$ cat config.mk
export PLATFORM = sky130hd
export DESIGN_NAME = mips_multicycle_ctrl_flat
export DESIGN_NICKNAME = d
export VERILOG_FILES = /design/src/rtl/mips_multicycle_ctrl_pkg.sv /design/src/rtl/mips_multicycle_ctrl_if.sv /design/src/rtl/mips_multicycle_ctrl_aludec.sv /design/src/rtl/mips_multicycle_ctrl.sv /design/src/flat_wrapper.sv
export SDC_FILE = /design/constraint.sdc
export NUM_CORES = 1
export LEC_CHECK = 0
export CORE_MARGIN = 10
export CORE_UTILIZATION = 35
export DETAILED_ROUTE_END_ITERATION = 7
export MAX_ROUTING_LAYER = met4
export PLACE_DENSITY_LB_ADDON = 0.2
export REMOVE_ABC_BUFFERS = 1
export SYNTH_ARGS = -nofsm -noshare
export SYNTH_HDL_FRONTEND = slang
export SYNTH_SLANG_ARGS = --single-unit
$ cat constraint.sdc
create_clock -name clk -period 1.65 [get_ports clk]
set_input_delay 0.33 -clock clk [delete_from_list [all_inputs] [get_ports clk]]
set_output_delay 0.33 -clock clk [all_outputs]
set_load 0.05 [all_outputs]
$ cat src/rtl/mips_multicycle_ctrl_pkg.sv
// Shared encodings for the multicycle MIPS control unit.
// These cover FSM states, opcodes, funct codes, ALU codes and mux selects.
package mips_pkg;

  typedef enum logic [3:0] {
    StFetch   = 4'd0,
    StDecode  = 4'd1,
    StMemAdr  = 4'd2,
    StMemRd   = 4'd3,
    StMemWb   = 4'd4,
    StMemWr   = 4'd5,
    StRtypeEx = 4'd6,
    StRtypeWb = 4'd7,
    StBeqEx   = 4'd8,
    StAddiEx  = 4'd9,
    StAddiWb  = 4'd10,
    StJEx     = 4'd11,
    StBneEx   = 4'd12
  } state_e;

  typedef enum logic [1:0] {
    AluOpAdd   = 2'b00,
    AluOpSub   = 2'b01,
    AluOpFunct = 2'b10,
    AluOpRsvd  = 2'b11
  } aluop_e;

  localparam logic [5:0] OpRtype = 6'b000000;
  localparam logic [5:0] OpLw    = 6'b100011;
  localparam logic [5:0] OpSw    = 6'b101011;
  localparam logic [5:0] OpBeq   = 6'b000100;
  localparam logic [5:0] OpBne   = 6'b000101;
  localparam logic [5:0] OpAddi  = 6'b001000;
  localparam logic [5:0] OpJ     = 6'b000010;

  localparam logic [5:0] FunctAdd = 6'b100000;
  localparam logic [5:0] FunctSub = 6'b100010;
  localparam logic [5:0] FunctAnd = 6'b100100;
  localparam logic [5:0] FunctOr  = 6'b100101;
  localparam logic [5:0] FunctSlt = 6'b101010;

  localparam logic [2:0] AluCtlAnd = 3'b000;
  localparam logic [2:0] AluCtlOr  = 3'b001;
  localparam logic [2:0] AluCtlAdd = 3'b010;
  localparam logic [2:0] AluCtlNop = 3'b011;
  localparam logic [2:0] AluCtlSub = 3'b110;
  localparam logic [2:0] AluCtlSlt = 3'b111;

  localparam logic [1:0] SrcBReg   = 2'b00;
  localparam logic [1:0] SrcBFour  = 2'b01;
  localparam logic [1:0] SrcBImm   = 2'b10;
  localparam logic [1:0] SrcBImmSh = 2'b11;

  localparam logic [1:0] PcSrcAluRes = 2'b00;
  localparam logic [1:0] PcSrcAluOut = 2'b01;
  localparam logic [1:0] PcSrcJump   = 2'b10;

endpackage

$ cat src/rtl/mips_multicycle_ctrl_if.sv
// Control/status bundle between the multicycle controller (master) and datapath (slave).
interface mips_multicycle_ctrl_if;
  logic [5:0] op;
  logic [5:0] funct;
  logic       zero;
  logic       iord;
  logic       memwrite;
  logic       irwrite;
  logic       regdst;
  logic       memtoreg;
  logic       regwrite;
  logic       alusrca;
  logic [1:0] alusrcb;
  logic [1:0] pcsrc;
  logic       pcen;
  logic [2:0] alucontrol;

  modport master (
    input  op, funct, zero,
    output iord, memwrite, irwrite, regdst, memtoreg, regwrite,
    output alusrca, alusrcb, pcsrc, pcen, alucontrol
  );

  modport slave (
    output op, funct, zero,
    input  iord, memwrite, irwrite, regdst, memtoreg, regwrite,
    input  alusrca, alusrcb, pcsrc, pcen, alucontrol
  );
endinterface

$ cat src/rtl/mips_multicycle_ctrl_aludec.sv
// Combinational ALU decoder: maps aluop and funct to the 3-bit alucontrol code.
module mips_aludec
  import mips_pkg::*;
(
  input  aluop_e     aluop,
  input  logic [5:0] funct,
  output logic [2:0] alucontrol
);

  always_comb begin
    alucontrol = AluCtlNop;
    case (aluop)
      AluOpAdd: alucontrol = AluCtlAdd;
      AluOpSub: alucontrol = AluCtlSub;
      AluOpFunct: begin
        case (funct)
          FunctAdd: alucontrol = AluCtlAdd;
          FunctSub: alucontrol = AluCtlSub;
          FunctAnd: alucontrol = AluCtlAnd;
          FunctOr:  alucontrol = AluCtlOr;
          FunctSlt: alucontrol = AluCtlSlt;
          default:  alucontrol = AluCtlNop;
        endcase
      end
      default: alucontrol = AluCtlNop;
    endcase
  end

endmodule

$ cat src/rtl/mips_multicycle_ctrl.sv
// Moore-FSM control unit for the multicycle MIPS datapath.
// Optional bne support is enabled by defining MIPS_MULTICYCLE_CTRL_BNE_EN.
module mips_multicycle_ctrl
  import mips_pkg::*;
(
  input logic                  clk,
  input logic                  reset,
  mips_multicycle_ctrl_if.master bus
);

  state_e state_q, state_d;
  aluop_e aluop;
  logic   pcwrite;
  logic   branch;
`ifdef MIPS_MULTICYCLE_CTRL_BNE_EN
  logic   branchn;
`endif

  always_ff @(posedge clk or posedge reset) begin
    if (reset) state_q <= StFetch;
    else       state_q <= state_d;
  end

  always_comb begin
    state_d      = StFetch;
    bus.iord     = 1'b0;
    bus.memwrite = 1'b0;
    bus.irwrite  = 1'b0;
    bus.regdst   = 1'b0;
    bus.memtoreg = 1'b0;
    bus.regwrite = 1'b0;
    bus.alusrca  = 1'b0;
    bus.alusrcb  = SrcBReg;
    bus.pcsrc    = PcSrcAluRes;
    pcwrite      = 1'b0;
    branch       = 1'b0;
    aluop        = AluOpAdd;
`ifdef MIPS_MULTICYCLE_CTRL_BNE_EN
    branchn      = 1'b0;
`endif
    case (state_q)
      StFetch: begin
        bus.alusrcb = SrcBFour;
        bus.irwrite = 1'b1;
        pcwrite     = 1'b1;
        state_d     = StDecode;
      end
      StDecode: begin
        bus.alusrcb = SrcBImmSh;
        case (bus.op)
          OpLw, OpSw: state_d = StMemAdr;
          OpRtype:    state_d = StRtypeEx;
          OpBeq:      state_d = StBeqEx;
          OpAddi:     state_d = StAddiEx;
          OpJ:        state_d = StJEx;
`ifdef MIPS_MULTICYCLE_CTRL_BNE_EN
          OpBne:      state_d = StBneEx;
`endif
          default:    state_d = StFetch;  // unknown opcode retires as a NOP
        endcase
      end
      StMemAdr: begin
        bus.alusrca = 1'b1;
        bus.alusrcb = SrcBImm;
        state_d     = (bus.op == OpLw) ? StMemRd : StMemWr;
      end
      StMemRd: begin
        bus.iord = 1'b1;
        state_d  = StMemWb;
      end
      StMemWb: begin
        bus.memtoreg = 1'b1;
        bus.regwrite = 1'b1;
      end
      StMemWr: begin
        bus.iord     = 1'b1;
        bus.memwrite = 1'b1;
      end
      StRtypeEx: begin
        bus.alusrca = 1'b1;
        aluop       = AluOpFunct;
        state_d     = StRtypeWb;
      end
      StRtypeWb: begin
        bus.regdst   = 1'b1;
        bus.regwrite = 1'b1;
      end
      StBeqEx: begin
        bus.alusrca = 1'b1;
        bus.pcsrc   = PcSrcAluOut;
        aluop       = AluOpSub;
        branch      = 1'b1;
      end
`ifdef MIPS_MULTICYCLE_CTRL_BNE_EN
      StBneEx: begin
        bus.alusrca = 1'b1;
        bus.pcsrc   = PcSrcAluOut;
        aluop       = AluOpSub;
        branchn     = 1'b1;
      end
`endif
      StAddiEx: begin
        bus.alusrca = 1'b1;
        bus.alusrcb = SrcBImm;
        state_d     = StAddiWb;
      end
      StAddiWb: begin
        bus.regwrite = 1'b1;
      end
      StJEx: begin
        bus.pcsrc = PcSrcJump;
        pcwrite   = 1'b1;
      end
      default: state_d = StFetch;
    endcase
  end

  // Branch target was latched in ALUOut during decode; load it on the edge leaving BEQEX.
`ifdef MIPS_MULTICYCLE_CTRL_BNE_EN
  assign bus.pcen = pcwrite | (branch & bus.zero) | (branchn & ~bus.zero);
`else
  assign bus.pcen = pcwrite | (branch & bus.zero);
`endif

  mips_aludec u_aludec (
    .aluop      (aluop),
    .funct      (bus.funct),
    .alucontrol (bus.alucontrol)
  );

endmodule

$ cat src/flat_wrapper.sv
// flat-port wrapper written by rule: the top's interface ports become plain ports
module mips_multicycle_ctrl_flat import mips_pkg::*;
  (clk, reset, bus_op, bus_funct, bus_zero, bus_iord, bus_memwrite, bus_irwrite, bus_regdst, bus_memtoreg, bus_regwrite, bus_alusrca, bus_alusrcb, bus_pcsrc, bus_pcen, bus_alucontrol);
  mips_multicycle_ctrl_if bus_i ();
  input logic clk;
  input logic reset;
  input wire logic [$bits(bus_i.op)-1:0] bus_op;
  input wire logic [$bits(bus_i.funct)-1:0] bus_funct;
  input wire logic [$bits(bus_i.zero)-1:0] bus_zero;
  output wire logic [$bits(bus_i.iord)-1:0] bus_iord;
  output wire logic [$bits(bus_i.memwrite)-1:0] bus_memwrite;
  output wire logic [$bits(bus_i.irwrite)-1:0] bus_irwrite;
  output wire logic [$bits(bus_i.regdst)-1:0] bus_regdst;
  output wire logic [$bits(bus_i.memtoreg)-1:0] bus_memtoreg;
  output wire logic [$bits(bus_i.regwrite)-1:0] bus_regwrite;
  output wire logic [$bits(bus_i.alusrca)-1:0] bus_alusrca;
  output wire logic [$bits(bus_i.alusrcb)-1:0] bus_alusrcb;
  output wire logic [$bits(bus_i.pcsrc)-1:0] bus_pcsrc;
  output wire logic [$bits(bus_i.pcen)-1:0] bus_pcen;
  output wire logic [$bits(bus_i.alucontrol)-1:0] bus_alucontrol;
  assign bus_i.op = bus_op;
  assign bus_i.funct = bus_funct;
  assign bus_i.zero = bus_zero;
  assign bus_iord = bus_i.iord;
  assign bus_memwrite = bus_i.memwrite;
  assign bus_irwrite = bus_i.irwrite;
  assign bus_regdst = bus_i.regdst;
  assign bus_memtoreg = bus_i.memtoreg;
  assign bus_regwrite = bus_i.regwrite;
  assign bus_alusrca = bus_i.alusrca;
  assign bus_alusrcb = bus_i.alusrcb;
  assign bus_pcsrc = bus_i.pcsrc;
  assign bus_pcen = bus_i.pcen;
  assign bus_alucontrol = bus_i.alucontrol;
  mips_multicycle_ctrl u_core (.clk(clk), .reset(reset), .bus(bus_i));
endmodule
==> metrics.cfg, run 1 <==
[floorplan]
io_pins=30
initial_utilization_pct=37.1
die_h_um=57.4
rows=13
fp.dieW_um=57.4

[synthesis]
yosysTopAreaCell=dfrtp_1
yosys_warnings=0
synth_edf_count=0
async_reset_ff_share_pct=100
syn_inst=66
synth_flop_cell=dfrtp_1
synth_area_um2=489
synthTopCellsByArea=dfrtp_1, nor3_1, nor2_1
avgSynthCellArea_um2=7.41
synth_cell_types=32
ys_seq_elements=4
netlist.area_leader.share_pct=20.5
yosysSeqAreaShare_pct=20.5

[place]
routabilityCongestion=0.806
port-buffer-count=29
detailedPlace.worstSlack_ns=-0.388
dp_hpwl_mm=1.81

[clock_network]
cts.path.max_buffers=2
cts-buffers-inserted=3
clock_sinks=4
htreeDepth=1
clockRootBuffer=clkbuf_4
postCtsHoldBufs=0

[status]
outcome=aborted with a tool error
haltStage=global routing
error_line=[ERROR DPL-0038] Utilization greater than 100%, impossible to legalize

[sta]
worst_path_end_type=primary output
grt_worst_setup_endpoint=bus_alucontrol[2]

[grt]
grt_max_degree=14

-- stage by stage --
step | hold slack, ns | instance area, um^2 | instances | utilization [%]
3_3_place_gp | 0.520 | 1080 | 123 | 81.8
2_1_floorplan | 0.0961 | 470 | 61 | -
3_5_place_dp | 0.535 | 1080 | 123 | 81.8
4_1_cts | 0.284 | 1260 | 132 | 95.4
-- synthesized netlist by cell type (all sizes together), types with 3 or more instances --
| cell | number |
|---|---|
| nor2 | 7 |
| clkbuf | 3 |
| dfrtp | 4 |
| xor2 | 3 |
| nand2b | 4 |
| inv | 3 |
| o21ai | 3 |
| a21oi | 4 |
| nor3 | 7 |
-- kinds of logic after synthesis --
logic type                synth area share (%)
muxes                                     2.30
DFF                                       20.5
and+or+nand+nor                           37.6
AOI/OAI and AO/OA                         26.3
buffers and inverters                     6.14
xor gates and xnor gates                  7.16
-- timing repair --
item	CTS
hold endpoints to repair	0
buffers inserted	6
gates cloned	0
pin swaps	9
resized for setup	38
endpoints found under the setup margin	16
==> run 2: changes to the inputs <==
--- a/config.mk
+++ b/config.mk
@@ -5,11 +5,10 @@
 export SDC_FILE = /design/constraint.sdc
 export NUM_CORES = 1
 export LEC_CHECK = 0
-export CORE_MARGIN = 10
-export CORE_UTILIZATION = 35
+export CORE_AREA = 10 10 71 73
 export DETAILED_ROUTE_END_ITERATION = 7
-export MAX_ROUTING_LAYER = met4
-export PLACE_DENSITY_LB_ADDON = 0.2
+export DIE_AREA = 0 0 81 83
+export PLACE_DENSITY_LB_ADDON = 0.15
 export REMOVE_ABC_BUFFERS = 1
 export SYNTH_ARGS = -nofsm -noshare
 export SYNTH_HDL_FRONTEND = slang
==> run 2 against run 1 <==
The flow now finishes, with violations (setup timing). Synthesized cell count did not move. Synthesized area did not move.
==> metrics.cfg, run 2 <==
[clock_network]
cts_tree=built
clk_pin_slew_worst_paths_ns=0.03
clockRootBuffer=clkbuf_8
cts-buffers-inserted=3
htreeDepth=1
clock_sinks=4
cts.path.max_buffers=2
clock_latency_ns=0.21

[pwr]
ir_drop_mv=0.324
power_per_cell_area_nw_per_um2=1260
power.leakage_nw=0.575

[place]
routabilityCongestion=0.729
dp_hpwl_mm=1.75
detailedPlace.worstSlack_ns=-0.405
port-buffer-count=29
place_inst=161

[detailed_routing]
drt-pass1-iter-count=2
wire_per_inst_um=13.0
drc=0
via_count=732
ant_nets=0
wirelength_mm=2.22
drtIter0Drc=13
viasPerCell=4.31

[synthesis]
synth_area_um2=489
yosysTopAreaCell=dfrtp_1
synthTopCellsByArea=dfrtp_1, nor3_1, nor2_1
synth_flop_cell=dfrtp_1
ys_seq_elements=4
synth_edf_count=0
yosysSeqAreaShare_pct=20.5
yosys_warnings=0
synth_cell_types=32
syn_inst=66
async_reset_ff_share_pct=100
avgSynthCellArea_um2=7.41
synth_common_cells=nor2_1, nor3_1, a21oi_1, dfrtp_1, nand2b_1
netlist.area_leader.share_pct=20.5

[worst_setup_path]
r2r_end=u_core.state_q[2]
crit_type=register to primary output
path_cells=buf_6, or3_4, a21oi_4, buf_12
cp_max_fo=3
worstPathRequired_ns=1.32
regToRegSetupSlack_ns=-0.02
critical_path.top_delay_family=flip-flops
max_stage_delay_ns=0.39
critPathBufInv=2
cp-end-kind=primary output
start_kind=register
r2r_start=u_core.state_q[1]
cp.arrival_ns=1.40
critical_path.slowest_cell=dfrtp_1
reg2reg_depth=4

[floorplan]
io_pins=30
initial_utilization_pct=13.5
fp.dieW_um=81
die_area_um2=6720
rows=22
die_h_um=83
core_um2=3630

[run]
maxCapViolCount=0

[layout]
layout_commonest_cell=buf_4
top_register=u_core.state_q
nNetsFinal=139
reg_top3=u_core.state_q x4
finalNonFillerCells=170
fin_util_pct=38.5
antenna_cells=0
syn2layout_area_growth_pct=186
layout-drive-gt1-share_pct=65.6
layout_common_cells=buf_4, buf_12, dlygate4sd2_1, clkdlybuf4s50_1, buf_6
largest_register_ffs=4

[sta]
final.min_clock_period_ns=1.73
rsz0062_at_grt=yes
slew_violations=0
final.setup.worst_slack_ns=-0.0839
fin_crit_sh_pct=105
relSlewSlack_pct=82.3
report.final.setup_viol=10
worst-slew-pin-transition_ns=0.263
max_freq_ghz=0.577
hold_violations=0
fin_setup_tns_ns=-0.411
skew_ns=0.000564
hold_slack_ns=0.311

[hold_path]
min_path_type=primary input to async pin

[grt]
grt_pass1_vias=786
grt_antenna_before_repair=0
grt_max_degree=11
grt.total_usage_pct=6.37
grt_overflow=0
grt_pass1_wl_mm=3.57

[status]
outcome=finished with violations
violations=setup timing

-- run 2: cell counts after synthesis --
Identical to the previous run, type by type.
-- run 2: timing repair --
action	4_1_cts	5_1_grt
setup endpoints to repair	16	15
gates cloned	0	0
resized for setup	52	9
pin swaps	11	5
buffers inserted	4	2
hold buffers	0	0
-- run 2: cell families (layout without fill, tap and decap cells) --
family | count (synthesis) | after routing | share of synthesized area (%)
and+or+nand+nor | 32 | 32 | 37.6
DFF | 4 | 4 | 20.5
AOI/OAI and AO/OA | 17 | 17 | 26.3
muxes | 1 | 1 | 2.30
xor gates and xnor gates | 4 | 4 | 7.16
buffers and inverters | 8 | 64 | 6.14
-- run 2: worst max-delay path by stage --
stage                            startpoint           endpoint  slack, ns  cells past startpoint
final                     u_core.state_q[3]     bus_alusrcb[1]      -0.08                      4
after global routing      u_core.state_q[1]     bus_alusrcb[1]      -0.14                      4
after CTS                 u_core.state_q[3]     bus_alusrcb[1]      -0.12                      4
after detailed placement          bus_op[0]  u_core.state_q[2]      -0.40                      4
after global placement            bus_op[0]  u_core.state_q[2]      -0.35                      4
after floorplan           u_core.state_q[1]        bus_irwrite      -0.78                      1
-- run 2: routing by layer --
metal,share of wire [%],vias up,GRT usage [%]
met1,41,342,6.87
met4,0.95,0,2.82
li1,-,361,-
met5,0,-,0
met2,50,27,10.8
met3,8.2,2,2.16
-- run 2: area by class of cell --
class	count	area (um^2)
clock buffers	3	41.3
fillers	401	2230
inverters	3	11.3
multi-input cells	54	529
flip-flops and latches	4	103
well taps	48	60.1
repair buffers	58	656
-- run 2: power by group --
group | switching [W] | total, W | internal (W)
logic | 0.000718 | 0.00141 | 0.000694
registers | 0.0000347 | 0.000160 | 0.000125
clock network | 0.0000445 | 0.000199 | 0.000155
-- run 2: metrics by stage --
step           power (W)  instance area, um^2
3_5_place_dp     0.00134                 1140
3_3_place_gp     0.00134                 1140
4_1_cts          0.00172                 1340
5_1_grt          0.00186                 1400
6_report         0.00177                 1400
2_1_floorplan   0.000690                  470
Power figures use the tool's default switching activity.
